File: config.mk
export PLATFORM = sky130hd
export DESIGN_NAME = lf_spi_cmd_rx
export DESIGN_NICKNAME = d
export VERILOG_FILES = /design/src/rtl/lf_spi_pkg.sv /design/src/rtl/lf_spi_sync_edge.sv /design/src/rtl/lf_spi_cmd_rx.sv
export SDC_FILE = /design/constraint.sdc
export NUM_CORES = 1
export LEC_CHECK = 0
export ABC_AREA = 0
export CORE_MARGIN = 2
export CORE_UTILIZATION = 50
export DETAILED_ROUTE_END_ITERATION = 7
export HOLD_SLACK_MARGIN = 0.03
export PLACE_DENSITY_LB_ADDON = 0.08
export SLEW_MARGIN = 20
export SYNTH_ARGS = -nofsm -noshare
export SYNTH_HDL_FRONTEND = slang
export SYNTH_SLANG_ARGS = --single-unit
File: constraint.sdc
create_clock -name pck0 -period 5.45 [get_ports pck0]
set_input_delay 0.8175 -clock pck0 [delete_from_list [all_inputs] [get_ports pck0]]
set_output_delay 0.8175 -clock pck0 [all_outputs]
set_load 0.01 [all_outputs]
File: src/rtl/lf_spi_pkg.sv
// rtl/lf_spi_pkg.sv - opcodes, frame constants and FSM state for the LF SPI command receiver
package lf_spi_pkg;

   localparam logic [3:0] OP_CONF          = 4'b0001;
   localparam logic [3:0] OP_DIV           = 4'b0010;
   localparam logic [3:0] OP_UB1           = 4'b0011;
   localparam logic [7:0] CONF_EDGE_DETECT = 8'h01;

   localparam logic [4:0] BIT_CNT_FULL     = 5'd16;
   localparam logic [4:0] BIT_CNT_SAT      = 5'd17;

   typedef enum logic [1:0] {
      IDLE   = 2'd0,
      SHIFT  = 2'd1,
      DECODE = 2'd2
   } state_t;

endpackage

File: src/rtl/lf_spi_sync_edge.sv
// rtl/lf_spi_sync_edge.sv - 2-flop synchroniser with registered rise/fall detect
module lf_spi_sync_edge #(
   parameter logic RST_LVL = 1'b0
) (
   input  logic i_clk,
   input  logic i_rst_n,
   input  logic i_d,
   output logic o_rise,
   output logic o_fall
);

   logic       r_s1;
   logic       r_s2;
   logic       r_s3;
   logic [2:0] r_vld;
   logic       r_rise;
   logic       r_fall;

   // r_vld masks edges until r_s3 holds a real sample, so a pin already at the
   // non-idle level when reset releases is not mistaken for an edge.
   always_ff @(posedge i_clk or negedge i_rst_n) begin
      if (!i_rst_n) begin
         r_s1   <= RST_LVL;
         r_s2   <= RST_LVL;
         r_s3   <= RST_LVL;
         r_vld  <= 3'b000;
         r_rise <= 1'b0;
         r_fall <= 1'b0;
      end else begin
         r_s1   <= i_d;
         r_s2   <= r_s1;
         r_s3   <= r_s2;
         r_vld  <= {r_vld[1:0], 1'b1};
         r_rise <= r_vld[2] &  r_s2 & ~r_s3;
         r_fall <= r_vld[2] & ~r_s2 &  r_s3;
      end
   end

   assign o_rise = r_rise;
   assign o_fall = r_fall;

endmodule

File: src/rtl/lf_spi_cmd_rx.sv
// rtl/lf_spi_cmd_rx.sv - SPI command frame receiver/decoder for the LF image
// Optional miso readback of status/conf_word is enabled by LF_SPI_READBACK_EN.
module lf_spi_cmd_rx
   import lf_spi_pkg::*;
#(
   parameter logic [7:0] DIV_RST = 8'd95,
   parameter logic [7:0] THR_RST = 8'd127
) (
   input  logic       pck0,
   input  logic       nrst,
   input  logic       spck,
   input  logic       mosi,
   input  logic       ncs,
   output logic       miso,
   output logic [7:0] conf_word,
   output logic [7:0] divisor,
   output logic [7:0] user_byte1,
   output logic       cmd_stb,
   output logic       frame_err
);

   logic        w_spck_rise;
   logic        w_spck_fall;
   logic        w_ncs_rise;
   logic        w_ncs_fall;
   logic        r_mosi_s1;
   logic        r_mosi_s2;
   state_t      r_state;
   state_t      w_next;
   logic [15:0] r_shift;
   logic [4:0]  r_bit_cnt;
   logic [7:0]  r_conf_word;
   logic [7:0]  r_divisor;
   logic [7:0]  r_user_byte1;
   logic        r_cmd_stb;
   logic        r_frame_err;
   logic [3:0]  w_unused_mid;

   lf_spi_sync_edge #(.RST_LVL(1'b0)) u_sync_spck (
      .i_clk   (pck0),
      .i_rst_n (nrst),
      .i_d     (spck),
      .o_rise  (w_spck_rise),
      .o_fall  (w_spck_fall)
   );

   lf_spi_sync_edge #(.RST_LVL(1'b1)) u_sync_ncs (
      .i_clk   (pck0),
      .i_rst_n (nrst),
      .i_d     (ncs),
      .o_rise  (w_ncs_rise),
      .o_fall  (w_ncs_fall)
   );

   always_ff @(posedge pck0 or negedge nrst) begin
      if (!nrst) begin
         r_mosi_s1 <= 1'b0;
         r_mosi_s2 <= 1'b0;
      end else begin
         r_mosi_s1 <= mosi;
         r_mosi_s2 <= r_mosi_s1;
      end
   end

   always_ff @(posedge pck0 or negedge nrst) begin
      if (!nrst) r_state <= IDLE;
      else       r_state <= w_next;
   end

   always_comb begin
      w_next = r_state;
      case (r_state)
         IDLE:    if (w_ncs_fall) w_next = SHIFT;
         SHIFT:   if (w_ncs_rise) w_next = DECODE;
         DECODE:  w_next = IDLE;
         default: w_next = IDLE;
      endcase
   end

   // A bit arriving with the ncs rise is still shifted; DECODE sees the updated count.
   always_ff @(posedge pck0 or negedge nrst) begin
      if (!nrst) begin
         r_shift      <= 16'h0000;
         r_bit_cnt    <= 5'd0;
         r_conf_word  <= 8'h00;
         r_divisor    <= DIV_RST;
         r_user_byte1 <= THR_RST;
         r_cmd_stb    <= 1'b0;
         r_frame_err  <= 1'b0;
      end else begin
         r_cmd_stb   <= 1'b0;
         r_frame_err <= 1'b0;
         case (r_state)
            IDLE: begin
               if (w_ncs_fall) begin
                  r_shift   <= 16'h0000;
                  r_bit_cnt <= 5'd0;
               end
            end
            SHIFT: begin
               if (w_spck_rise) begin
                  r_shift <= {r_shift[14:0], r_mosi_s2};
                  if (r_bit_cnt != BIT_CNT_SAT) r_bit_cnt <= r_bit_cnt + 5'd1;
               end
            end
            DECODE: begin
               if (r_bit_cnt == BIT_CNT_FULL) begin
                  r_cmd_stb <= 1'b1;
                  case (r_shift[15:12])
                     OP_CONF: begin
                        r_conf_word <= r_shift[7:0];
                        if (r_shift[7:0] == CONF_EDGE_DETECT) r_user_byte1 <= THR_RST;
                     end
                     OP_DIV:  r_divisor    <= r_shift[7:0];
                     OP_UB1:  r_user_byte1 <= r_shift[7:0];
                     default: ;
                  endcase
               end else begin
                  r_frame_err <= 1'b1;
               end
            end
            default: ;
         endcase
      end
   end

   assign w_unused_mid = r_shift[11:8];

`ifdef LF_SPI_READBACK_EN
   logic [15:0] r_rb;
   logic [3:0]  r_err_cnt;

   always_ff @(posedge pck0 or negedge nrst) begin
      if (!nrst) begin
         r_rb      <= 16'h0000;
         r_err_cnt <= 4'd0;
      end else begin
         case (r_state)
            IDLE:    if (w_ncs_fall) r_rb <= {4'b0001, r_err_cnt, r_conf_word};
            SHIFT:   if (w_spck_fall) r_rb <= {r_rb[14:0], 1'b0};
            DECODE: begin
               r_rb <= 16'h0000;
               if (r_bit_cnt != BIT_CNT_FULL) r_err_cnt <= r_err_cnt + 4'd1;
            end
            default: ;
         endcase
      end
   end

   assign miso = r_rb[15];
`else
   logic w_unused_fall;

   assign w_unused_fall = w_spck_fall;
   assign miso          = 1'b0;
`endif

   assign conf_word  = r_conf_word;
   assign divisor    = r_divisor;
   assign user_byte1 = r_user_byte1;
   assign cmd_stb    = r_cmd_stb;
   assign frame_err  = r_frame_err;

endmodule
; ---- Word level (Yosys, flattened, before mapping)
; Cells that the tools add are included.
[word_totals]
out_inout_bits = 27
wordCells = 69
ff_bits = 66
in_bits = 5
[op_classes]
n_eq_ne = 13
n_reduce_logical = 9
n_mux = 16
bitwise = 9
add_sub_neg = 1
[ops]
columns = op, n
row1 = $mux W16, 2
row2 = $pmux W16 S2, 1
row3 = $pmux W8 S2, 1
row4 = $mux W5, 3
row5 = $pmux W5 S2, 1
row6 = $reduce_and A3 Y1, 3
row7 = $eq A4 B2 Y1 const B, 2
row8 = $eq A8 B1 Y1 const B, 1
row9 = $mux W8, 1
row10 = $reduce_and A4 Y1, 2
row11 = $and A1 B1 Y1, 6
row12 = $ne A2 B1 Y1 const B, 3
row13 = $add A5 B1 Y5 const B, 1
row14 = $eq A5 B5 Y1 const B, 1
row15 = $ne A5 B5 Y1 const B, 1
row16 = $eq A4 B1 Y1 const B, 1
row17 = $mux W1, 4
row18 = $mux W2, 2
row19 = $ne A2 B2 Y1 const B, 2
row20 = $pmux W2 S2, 1
row21 = $reduce_bool A2 Y1, 2
row22 = $not A1 Y1, 3
row23 = $eq A2 B1 Y1 const B, 1
row24 = $eq A2 B2 Y1 const B, 1
row25 = other kinds (2), 2

; ---- Longest topological paths before layout
; Gate-level depths: netlist of run 1.
[depth]
ltp_word = 4
depth_mapped = 6
mapped_depth_nobuf = 6

; ---- Cells and area by module
; Synthesis of run 1 repeated with hierarchy kept, for this count alone.
[hier_totals]
cells_unflattened = 231
area_unflattened_um2 = 2792.7
[modules_own_cells]
columns = module, n_inst, area_per_inst_um2, seq_area_each_um2, cells_per_inst
row1 = lf_spi_cmd_rx, 1, 2346.0, 1292.5, 209
row2 = lf_spi_sync_edge at u_sync_ncs, 1, 225.2, 203.9, 11
row3 = lf_spi_sync_edge at u_sync_spck, 1, 221.5, 200.2, 11

; ---- Worst setup path after synthesis of run 1
; No wires, ideal clock.
[synth_path]
path_kind = reg2reg
from = register r_bit_cnt[0]
to = register r_conf_word[0], in the netlist conf_word[0]
path_slack_ps = 3572
setup_ps = 125
synth_period_minus_slack_ps = 1878
path_buffers = 0
stages_incl_launch_ff = 7
t_required_ps = 5325
t_arrival_ps = 1753
path_cell_list = dfrtp_1 inv_1 ha_1 nand2_1 or4b_4 nor2_8 mux2_2
[synth_via]
elab_chain_cells = 2
[synth_lines]
columns = item, line_no
row1 = start: declaration, lf_spi_cmd_rx.sv:31  ; logic [4:0] r_bit_cnt;
row2 = start signal: assignment, lf_spi_cmd_rx.sv:103  ; if (r_bit_cnt != BIT_CNT_SAT) r_bit_cnt <= r_bit_cnt + 5'd1;
row3 = $eq A5 B5 Y1, lf_spi_cmd_rx.sv:107  ; if (r_bit_cnt == BIT_CNT_FULL) begin
row4 = $reduce_and A3 Y1 (no source line), --
row5 = end signal: assignment, lf_spi_cmd_rx.sv:111  ; r_conf_word <= r_shift[7:0];
row6 = end: declaration, lf_spi_cmd_rx.sv:32  ; logic [7:0] r_conf_word;
; No other way between the ends.
; A chain may end at the register's enable or synchronous reset.

; ---- Worst setup path in the final report of run 1
[layout_path]
from = register r_divisor[4], in the netlist divisor[4]
to = output divisor[4]
[layout_lines]
columns = item, line_no
row1 = start: declaration, lf_spi_cmd_rx.sv:33  ; logic [7:0] r_divisor;
row2 = start signal: assignment, lf_spi_cmd_rx.sv:114  ; OP_DIV: r_divisor <= r_shift[7:0];
row3 = end: declaration, lf_spi_cmd_rx.sv:16  ; output logic [7:0] divisor,
; No word-level cell between the ends.

==> metrics, run 1 <==
Post-synth EDFFs=0; endpoint of the worst register-to-register path=conf_word[7]; post-synthesis cell type with the largest combined area=dfrtp_1; post-placement setup slack=3.42 ns; unrepaired setup endpoints after global routing=no; Critical Path Fanout Max=2; xor/xnor share of the synthesized area=0.00698; largest family of logic cells by synthesized area=simple AND/OR/NAND/NOR gates; DIE HEIGHT=about 75 um; area share of and/or/nand/nor cells after synthesis=0.163; worst-case setup margin in the final layout=3.23 ns; biggest cell delay along the critical path=between 0.5 and 0.6 ns; routed length per placed instance=between 10 and 15 um; number of global-route vias before repair=1,569; number of cell rows=25; Syn. warnings=0; total standard cell area after synthesis=about 2500 sq um; Pleak=about 1.3 nW; proportion of synthesized area in mux cells=0.103; number of antenna violations at the first check in global routing=0; reg2reg setup slack=3.42 ns; startpoint of the worst register-to-register path=r_bit_cnt[1]; launch point of the worst hold path=u_sync_spck.r_s1; number of instances in the synthesized netlist=about 210; register clock-pin slew on the reported worst setup and hold paths=approximately 0.070 ns; cells along the critical path=clkdlybuf4s50_1; share of synthesized area occupied by flip-flops and latches=0.636; clock tree from TritonCTS=yes; Reg2Reg Depth=6; actual slew at the worst max-slew pin=approximately 0.86 ns; top-area cell type share of the netlist area=0.469; post-CTS setup buffer count=0; power density over the cells=approximately 330 nW/um^2; worst-case vdd ir drop=215 uV; CTS-repair resized insts=0; Core Util, Final=0.646; Setup-failing EPs final=0; DRC violation total after the first TritonRoute iteration=between 100 and 150; Syn Area/Cell=12.2 sq um; most instantiated library cell after synthesis=dfrtp_1; pin count of the biggest net entering global routing=between 60 and 70; clock share of power=0.427; Int Pwr=0.773 mW; wire length of the first global-routing pass=approximately 7500 um; CTS buffer count=9; hold violation total from the final report=0; overall die area=approximately 5600 sq um; Logic pwr share=0.077; number of nets in the finished design=249; top cells by area, synth=dfrtp_1 47%, dfstp_2 17%, mux2_2 10%; global placement routability congestion=around 0.70; required time worst endpoint=approximately 4.6 ns; final setup skew=between 0.004 and 0.005 ns; area of the core region=between 4000 and 5000 sq um; share of final-layout standard cells stronger than drive strength 1=0.260; distinct cell type count of the synthesized netlist=31; count of vias placed by the detailed router=around 1,600; effective utilization at floorplan=0.524; leading post-synthesis cells by instance count=47 x dfrtp_1, 41 x nand2_1, 24 x o21ai_0; hold-fix buffer count after cts=0; count of TritonRoute iterations in the first routing pass=4; Clock Sinks=63; sum of net half-perimeters after detailed placement=about 3000 um; Async S/R FF share, synth=1.00; synthesis-to-layout area growth=23.1%; Total Negative Setup Slacks=0 ns; critical path startpoint category=flop; upper clock frequency limit=between 0.4 and 0.5 GHz; H-Tree Depth=3; synthesized-area fraction occupied by adder cells=0.0150; remaining antenna violation count after routing=0; part of the power in registers=0.495; class of the tightest hold or removal check=reg2reg; buffers plus inverters on the worst setup path=1; diode count=0; Max Cap Violations=0; overflow left after global routing=0; count of input and output buffers=30; outcome=finished, final reports clean; nature of the critical path endpoint=output port; total chip power=1.03 mW; period utilisation layout=0.408; switching power=around 0.26 mW; max-slew violations=0; maximum number of buffers from clock root to sink=2; clock period minus final worst setup slack=2.22 ns; critical path arrival=between 1 and 1.5 ns; area fraction in compound gates after synthesis=0.0568; Crit-path slowest cell=dfstp_2; Slew HR=0.428; clock latency on the worst-skew pair=~0.33 ns; Post-synth top flop=dfrtp_1; I/O pin count=32; top cell family by delay on the critical path=flip-flops; vias per cell=approximately 5.0; Worst Setup Path Type=reg2out; Min-Delay Endpoint=u_sync_spck.r_s2; DR DRC count=0; net count after synthesis=about 210; cell chosen for the clock root=clkbuf_8; die boundary width=74.9 um; proportion of total power due to net switching=0.250; number of register bits inferred by synthesis=63; final routed wirelength across all metal layers=between 4000 and 5000 um; cell count of the worst hold path=0; global-route usage over all layers=0.187
## how the worst max path moves through the flow
stage | cells after the start | slack (ns) | endpoint | start
after detailed placement | 6 | 3.42 | conf_word[6] | r_bit_cnt[1]
after floorplan | 6 | 3.57 | conf_word[0] | r_bit_cnt[0]
after global placement | 6 | 3.49 | conf_word[5] | r_bit_cnt[0]
final | 1 | 3.23 | divisor[4] | divisor[4]
after CTS | 1 | 3.20 | divisor[4] | divisor[4]
after global routing | 1 | 3.18 | user_byte1[2] | user_byte1[2]
## power groups by stage
stage               logic [mW]  clock network [mW]  registers (mW)
finish                  0.0793               0.440           0.510
global placement        0.0750                   0           0.516
detailed placement      0.0800                   0           0.519
CTS                     0.0806               0.452           0.510
floorplan               0.0565                   0           0.512
global route            0.0944               0.474           0.514
## layout make-up
cell class | instances | area (sq um)
Fill cell | 386 | 1700
Clock buffer | 9 | 124
Timing Repair Buffer | 31 | 303
Inverter | 3 | 11.3
Tap cell | 67 | 83.8
Clock inverter | 7 | 97.6
Sequential cell | 63 | 1600
Multi-Input combinational cell | 133 | 875
## layer usage
layer | global-route usage | vias to the layer above | routed length, um
met2 | 0.276 | 37 | 2190
met1 | 0.247 | 754 | 2050
met4 | 0.125 | 0 | 77
met3 | 0.0442 | 9 | 148
met5 | 0 | - | 0
li1 | - | 755 | -
## placed cells by master (no fill, tap or decap), types with 3 or more instances in the layout
cell type	instances
inv_1	3
dfrtp_1	47
nand3_1	3
clkbuf_8	9
o21ai_0	24
ha_1	3
dfstp_2	16
nor2_1	4
and2_1	3
mux2_2	23
nand2_1	41
clkdlybuf4s50_1	29
nand2b_1	9
## through the flow
stage,cells,hold WS (ns),instance area [sq um]
after global placement,297,0.332,2870
after global routing,313,0.356,3090
after CTS,313,0.351,3090
final,313,0.350,3090
after floorplan,206,0.331,2510
after detailed placement,297,0.335,2870
## cells by family after synthesis
kind of cell,after synthesis
mux,23
flops,63
compound gates,27
other cells,2
buf+inv,10
xor+xnor,2
fa+ha+maj,3
simple gates,76
## registers in the layout, summed over array words and instances, names as in the netlist, 2 cells and up
signal,flops
r_shift,16
conf_word,8
divisor,8
user_byte1,8
r_bit_cnt,5
r_state,2
u_sync_ncs.r_vld,2
No activity file was read; power rests on OpenSTA's default activity.
==> run 2: changes to the inputs <==
==> constraint.sdc (replaced) <==
create_clock -name pck0 -period 2.3 [get_ports pck0]
set_input_delay 0.345 -clock pck0 [delete_from_list [all_inputs] [get_ports pck0]]
set_output_delay 0.345 -clock pck0 [all_outputs]
set_load 0.01 [all_outputs]
==> run 2 against run 1 <==
Worst hold slack improved by 0.00094 ns. Clock skew barely moved. Non-clock buffer count rose by 3. Power rose by 120%. Routed wire length fell by 2.5%. Cell area fell by 0.53%. Utilization fell by 0.34 points. Cell count rose by 0.96%. Combinational power rose by 140%. Worst setup slack got worse by 2.9 ns. Global-route usage fell by 0.61 points. Critical path depth rose by 5. Highest routed layer unchanged.
==> metrics, run 2 (same netlist as run 1, synthesis figures left out) <==
part of the power in registers=0.537; share of final-layout standard cells stronger than drive strength 1=0.261; overall die area=between 5000 and 6000 sq um; Slew HR=0.409; fin cells=~320; maximum number of buffers from clock root to sink=2; die boundary width=74.9 um; sum of net half-perimeters after detailed placement=between 3000 and 4000 um; commonest cells after routing, fill and taps aside=47 x dfrtp_1, 41 x nand2_1, 29 x clkdlybuf4s50_1; busiest layer in global routing=met2; biggest cell delay along the critical path=about 0.61 ns; synthesis-to-layout area growth=22.5%; upper clock frequency limit=0.496 GHz; Setup-failing EPs final=0; met1 Track Usage GR=0.245; period utilisation layout=0.877; overflow left after global routing=0; buffers plus inverters on the worst setup path=1; Max Cap Violations=0; number of global-route vias before repair=1,532; unrepaired setup endpoints after global routing=no; total chip power=approximately 2.2 mW; remaining antenna violation count after routing=0; max-slew violations=0; Logic pwr share=0.085; class of the tightest hold or removal check=reg2reg; worst-case setup margin in the final layout=between 0.2 and 0.3 ns; Int Pwr=1.65 mW; count of vias placed by the detailed router=1,577; count of input and output buffers=30; clock share of power=0.377; actual slew at the worst max-slew pin=roughly 0.89 ns; hold violation total from the final report=0; I/O pin count=32; register clock-pin slew on the reported worst setup and hold paths=0.07 ns; DIE HEIGHT=74.9 um; effective utilization at floorplan=0.524; commonest non-fill, non-tap cell in the layout=dfrtp_1; number of cell rows=25; Critical Path Fanout Max=8; routed length per placed instance=around 14 um; CTS-repair resized insts=0; final setup skew=0.00501 ns; count of TritonRoute iterations in the first routing pass=4; diode count=0; outcome=finished, final reports clean; critical path arrival=~2.2 ns; max FFs per register=16; area of the core region=about 4800 sq um; top cell family by delay on the critical path=simple AND/OR/NAND/NOR gates; CTS buffer count=9; global-route usage over all layers=0.181; number of nets in the finished design=approximately 250; switching power=about 0.60 mW; cell chosen for the clock root=clkbuf_8; number of antenna violations at the first check in global routing=0; DR DRC count=0; met3 Use GR=0.0375; DRC violation total after the first TritonRoute iteration=72; # placed instances=between 200 and 300; pin count of the biggest net entering global routing=33; global-route track usage on met2=0.283; final routed wirelength across all metal layers=around 4400 um; Crit-path slowest cell=or4b_4; Pleak=around 1.3 nW; required time worst endpoint=about 2.5 ns; wire length of the first global-routing pass=between 7000 and 8000 um; clock period minus final worst setup slack=a little over 2 ns; clock tree from TritonCTS=yes; Total Negative Setup Slacks=0 ns; register with the highest flop count=r_shift; nature of the critical path endpoint=flop; final-layout fill cell count=around 380; worst-case vdd ir drop=a little under 500 uV; power density over the cells=732 nW/um^2; H-Tree Depth=3; post-placement setup slack=0.289 ns; global placement routability congestion=between 0.7 and 0.8; vias per cell=4.99; proportion of total power due to net switching=0.267; Worst Setup Path Type=reg2reg; Clock Sinks=63; cells along the critical path=inv_1 > ha_1 > nand2_1 > or4b_4 > nor2_8 > mux2_2; critical path startpoint category=flop; clock latency on the worst-skew pair=around 0.33 ns
==> run 2: area by class of cell <==
cell class                 instances  area, sq um  area share
clock buffer                      10          138      0.0448
clock inverter                     6         45.0      0.0147
inverter                           3         11.3     0.00366
multi-input combinational        133          872       0.284
sequential                        63         1600       0.519
tap                               67         83.8      0.0273
timing repair buffer              34          328       0.107
==> run 2: repair_timing <==
action / in CTS / in global routing
hold buffers: 1 / 0
endpoints found under the hold margin: 10 / 0
setup buffers: 0 / 0
==> run 2: power by group through the flow <==
stage / sequential [mW] / combinational (mW) / clock [mW]
after detailed placement: 1.23 / 0.194 / 0
after global placement: 1.22 / 0.186 / 0
final: 1.21 / 0.192 / 0.848
after floorplan: 1.21 / 0.134 / 0
after CTS: 1.21 / 0.197 / 0.867
after global routing: 1.22 / 0.229 / 0.926
==> run 2: per-layer routing <==
| metal | part of all wire | wire (um) |
|---|---|---|
| met4 | 0.018 | 80 |
| met1 | 0.46 | 2010 |
| met5 | 0 | 0 |
| met3 | 0.039 | 168 |
| met2 | 0.48 | 2100 |
==> run 2: worst reg2reg max path: cells and delay by family, from the launching register on <==
family        cells  cell delay, ns
simple gates      3            0.89
flops             1            0.44
mux               1            0.36
fa+ha+maj         1            0.13
buf+inv           1            0.08
==> run 2: final timing paths <==
path,endpoint,cells after the start,slack [ns],startpoint
worst min-delay path,u_sync_ncs.r_vld[2],0,0.35,u_sync_spck.r_vld[1]
worst min register to register,u_sync_ncs.r_vld[2],0,0.35,u_sync_spck.r_vld[1]
worst max-delay path,conf_word[4],6,0.28,r_bit_cnt[0]
max in group asynchronous,divisor[6],3,1.04,nrst
min in group asynchronous,cmd_stb,2,0.54,nrst
worst max register to register,conf_word[4],6,0.28,r_bit_cnt[0]
==> run 2: stage by stage <==
stage	util	cell area (sq um)	hold slack, ns
after detailed placement	0.602	2880	0.336
after floorplan	-	2510	0.0494
final	0.642	3070	0.351
after global placement	0.602	2880	0.333
after CTS	0.642	3070	0.352
after global routing	0.642	3070	0.355
==> run 3: changes to the inputs <==
--- a/config.mk
+++ b/config.mk
@@ -6,7 +6,6 @@
 export NUM_CORES = 1
 export LEC_CHECK = 0
 export ABC_AREA = 0
-export CORE_MARGIN = 2
 export CORE_UTILIZATION = 50
 export DETAILED_ROUTE_END_ITERATION = 7
 export HOLD_SLACK_MARGIN = 0.03
==> run 3 against run 2 <==
Critical path depth is the same. Sequential share of layout area shrank 0.85 points. Global-route usage grew 1.9 points. Sequential power is essentially flat. Worst hold slack is essentially flat. Maximum frequency shrank 0.50%. Cell area grew 1.7%. Worst setup slack lost 0.010 ns. Power grew 11%.
==> metrics, run 3 (same netlist as run 1, synthesis figures left out) <==
clock latency on the worst-skew pair=0.34 ns; max-slew violations=0; area of the core region=between 4000 and 5000 sq um; required time worst endpoint=2.52 ns; buffers plus inverters on the worst setup path=1; overall die area=approximately 5300 sq um; Clock Sinks=between 60 and 70; class of the tightest hold or removal check=reg2reg; vias per cell=around 5; total chip power=2.50 mW; Max Cap Violations=0; worst-case vdd ir drop=563 uV; sum of net half-perimeters after detailed placement=~3000 um; CTS buffer count=9; count of input and output buffers=30; area taken by multi-input logic gates=approximately 870 sq um; CTS-repair resized insts=0; DIE HEIGHT=between 70 and 80 um; synthesis-to-layout area growth=24.5%; commonest non-fill, non-tap cell in the layout=dfrtp_1; worst-case setup margin in the final layout=0.273 ns; number of antenna violations at the first check in global routing=0; share of final-layout standard cells stronger than drive strength 1=0.257; unrepaired setup endpoints after global routing=no; I/O pin count=32; Worst Setup Path Type=reg2reg; area occupied by registers=between 1500 and 2000 sq um; post-placement setup slack=about 0.28 ns; final-layout fill cell count=around 380; routed length per placed instance=around 14 um; final setup skew=0.00613 ns; biggest cell delay along the critical path=between 0.6 and 0.7 ns; upper clock frequency limit=about 0.5 GHz; pin count of the biggest net entering global routing=33; outcome=finished, final reports clean; Slew HR=0.418; critical path startpoint category=flop; final routed wirelength across all metal layers=~4500 um; critical path arrival=2.25 ns; global placement routability congestion=0.738; diode count=0; Setup-failing EPs final=0; cells along the critical path=inv_1 > ha_1 > nand2_1 > or4b_4 > nor2_8 > mux2_2; H-Tree Depth=3; overflow left after global routing=0; register with the highest flop count=r_shift; top cell family by delay on the critical path=simple AND/OR/NAND/NOR gates; remaining antenna violation count after routing=0; die boundary width=72.9 um; count of TritonRoute iterations in the first routing pass=4; wire length of the first global-routing pass=roughly 7700 um; Critical Path Fanout Max=8; cell chosen for the clock root=clkbuf_8; commonest cells after routing, fill and taps aside=47 x dfrtp_1, 41 x nand2_1, 29 x clkdlybuf4s50_1; DRC violation total after the first TritonRoute iteration=66; clock period minus final worst setup slack=~2.0 ns; clock tree from TritonCTS=yes; period utilisation layout=0.881; count of vias placed by the detailed router=roughly 1,600; effective utilization at floorplan=0.524; DR DRC count=0; number of cell rows=25; number of nets in the finished design=~250; Crit-path slowest cell=or4b_4; number of global-route vias before repair=1,645; max FFs per register=16; nature of the critical path endpoint=flop; power density over the cells=between 800 and 900 nW/um^2; global-route usage over all layers=0.200; maximum number of buffers from clock root to sink=2; hold violation total from the final report=0; register clock-pin slew on the reported worst setup and hold paths=0.07 ns; Pleak=between 1 and 1.5 nW; Core Util, Final=0.653; actual slew at the worst max-slew pin=around 0.87 ns; Total Negative Setup Slacks=0 ns
-- run 3: changes by cell type in the layout (fill, tap and decap cells not counted) --
cell,previous run,this run
clkinvlp_4,3,0
bufinv_16,0,2
clkbuf_8,10,12
clkbuf_1,0,1
clkinv_4,1,0
inv_6,1,0
-- run 3: area by class of cell --
type	count	area share
Multi-Input combinational cell	133	0.279
Sequential cell	63	0.511
Clock buffer	13	0.0540
Clock inverter	3	0.0208
Timing Repair Buffer	34	0.105
Tap cell	67	0.0268
Inverter	3	0.00360
-- run 3: power breakdown --
group | internal, mW | switching, mW
combinational | 0.0687 | 0.124
clock | 0.698 | 0.399
sequential | 1.16 | 0.0550
total | 1.92 | 0.578
-- run 3: timing repair --
item | in CTS | in global routing
buffers inserted | 0 | 0
hold buffers | 1 | 0
endpoints found under the hold margin | 10 | 0
-- run 3: path summary, 6_finish.rpt --
| check | from | to | slack (ns) | cells after the start |
|---|---|---|---|---|
| worst max-delay path | r_bit_cnt[0] | conf_word[3] | 0.27 | 6 |
| worst min-delay path | u_sync_spck.r_vld[1] | u_sync_ncs.r_vld[2] | 0.35 | 0 |
| worst max register to register | r_bit_cnt[0] | conf_word[3] | 0.27 | 6 |
| worst min register to register | u_sync_spck.r_vld[1] | u_sync_ncs.r_vld[2] | 0.35 | 0 |
| max in group asynchronous | nrst | divisor[6] | 1.02 | 3 |
| min in group asynchronous | nrst | cmd_stb | 0.53 | 2 |
-- run 3: routing by layer --
layer	GRT usage	wire length [um]	up-vias	part of all wire
met5	0	0	-	0
met4	0.107	114	0	0.026
met3	0.0497	137	14	0.031
met2	0.310	2120	32	0.47
met1	0.261	2100	786	0.47
li1	-	-	765	-
-- run 3: stage by stage --
| step | instance area [sq um] | instances | hold WS (ns) |
|---|---|---|---|
| floorplan | 2510 | 206 | 0.0494 |
| global placement | 2880 | 299 | 0.333 |
| detailed placement | 2880 | 299 | 0.336 |
| CTS | 3130 | 316 | 0.352 |
| global route | 3130 | 316 | 0.359 |
| finish | 3130 | 316 | 0.351 |
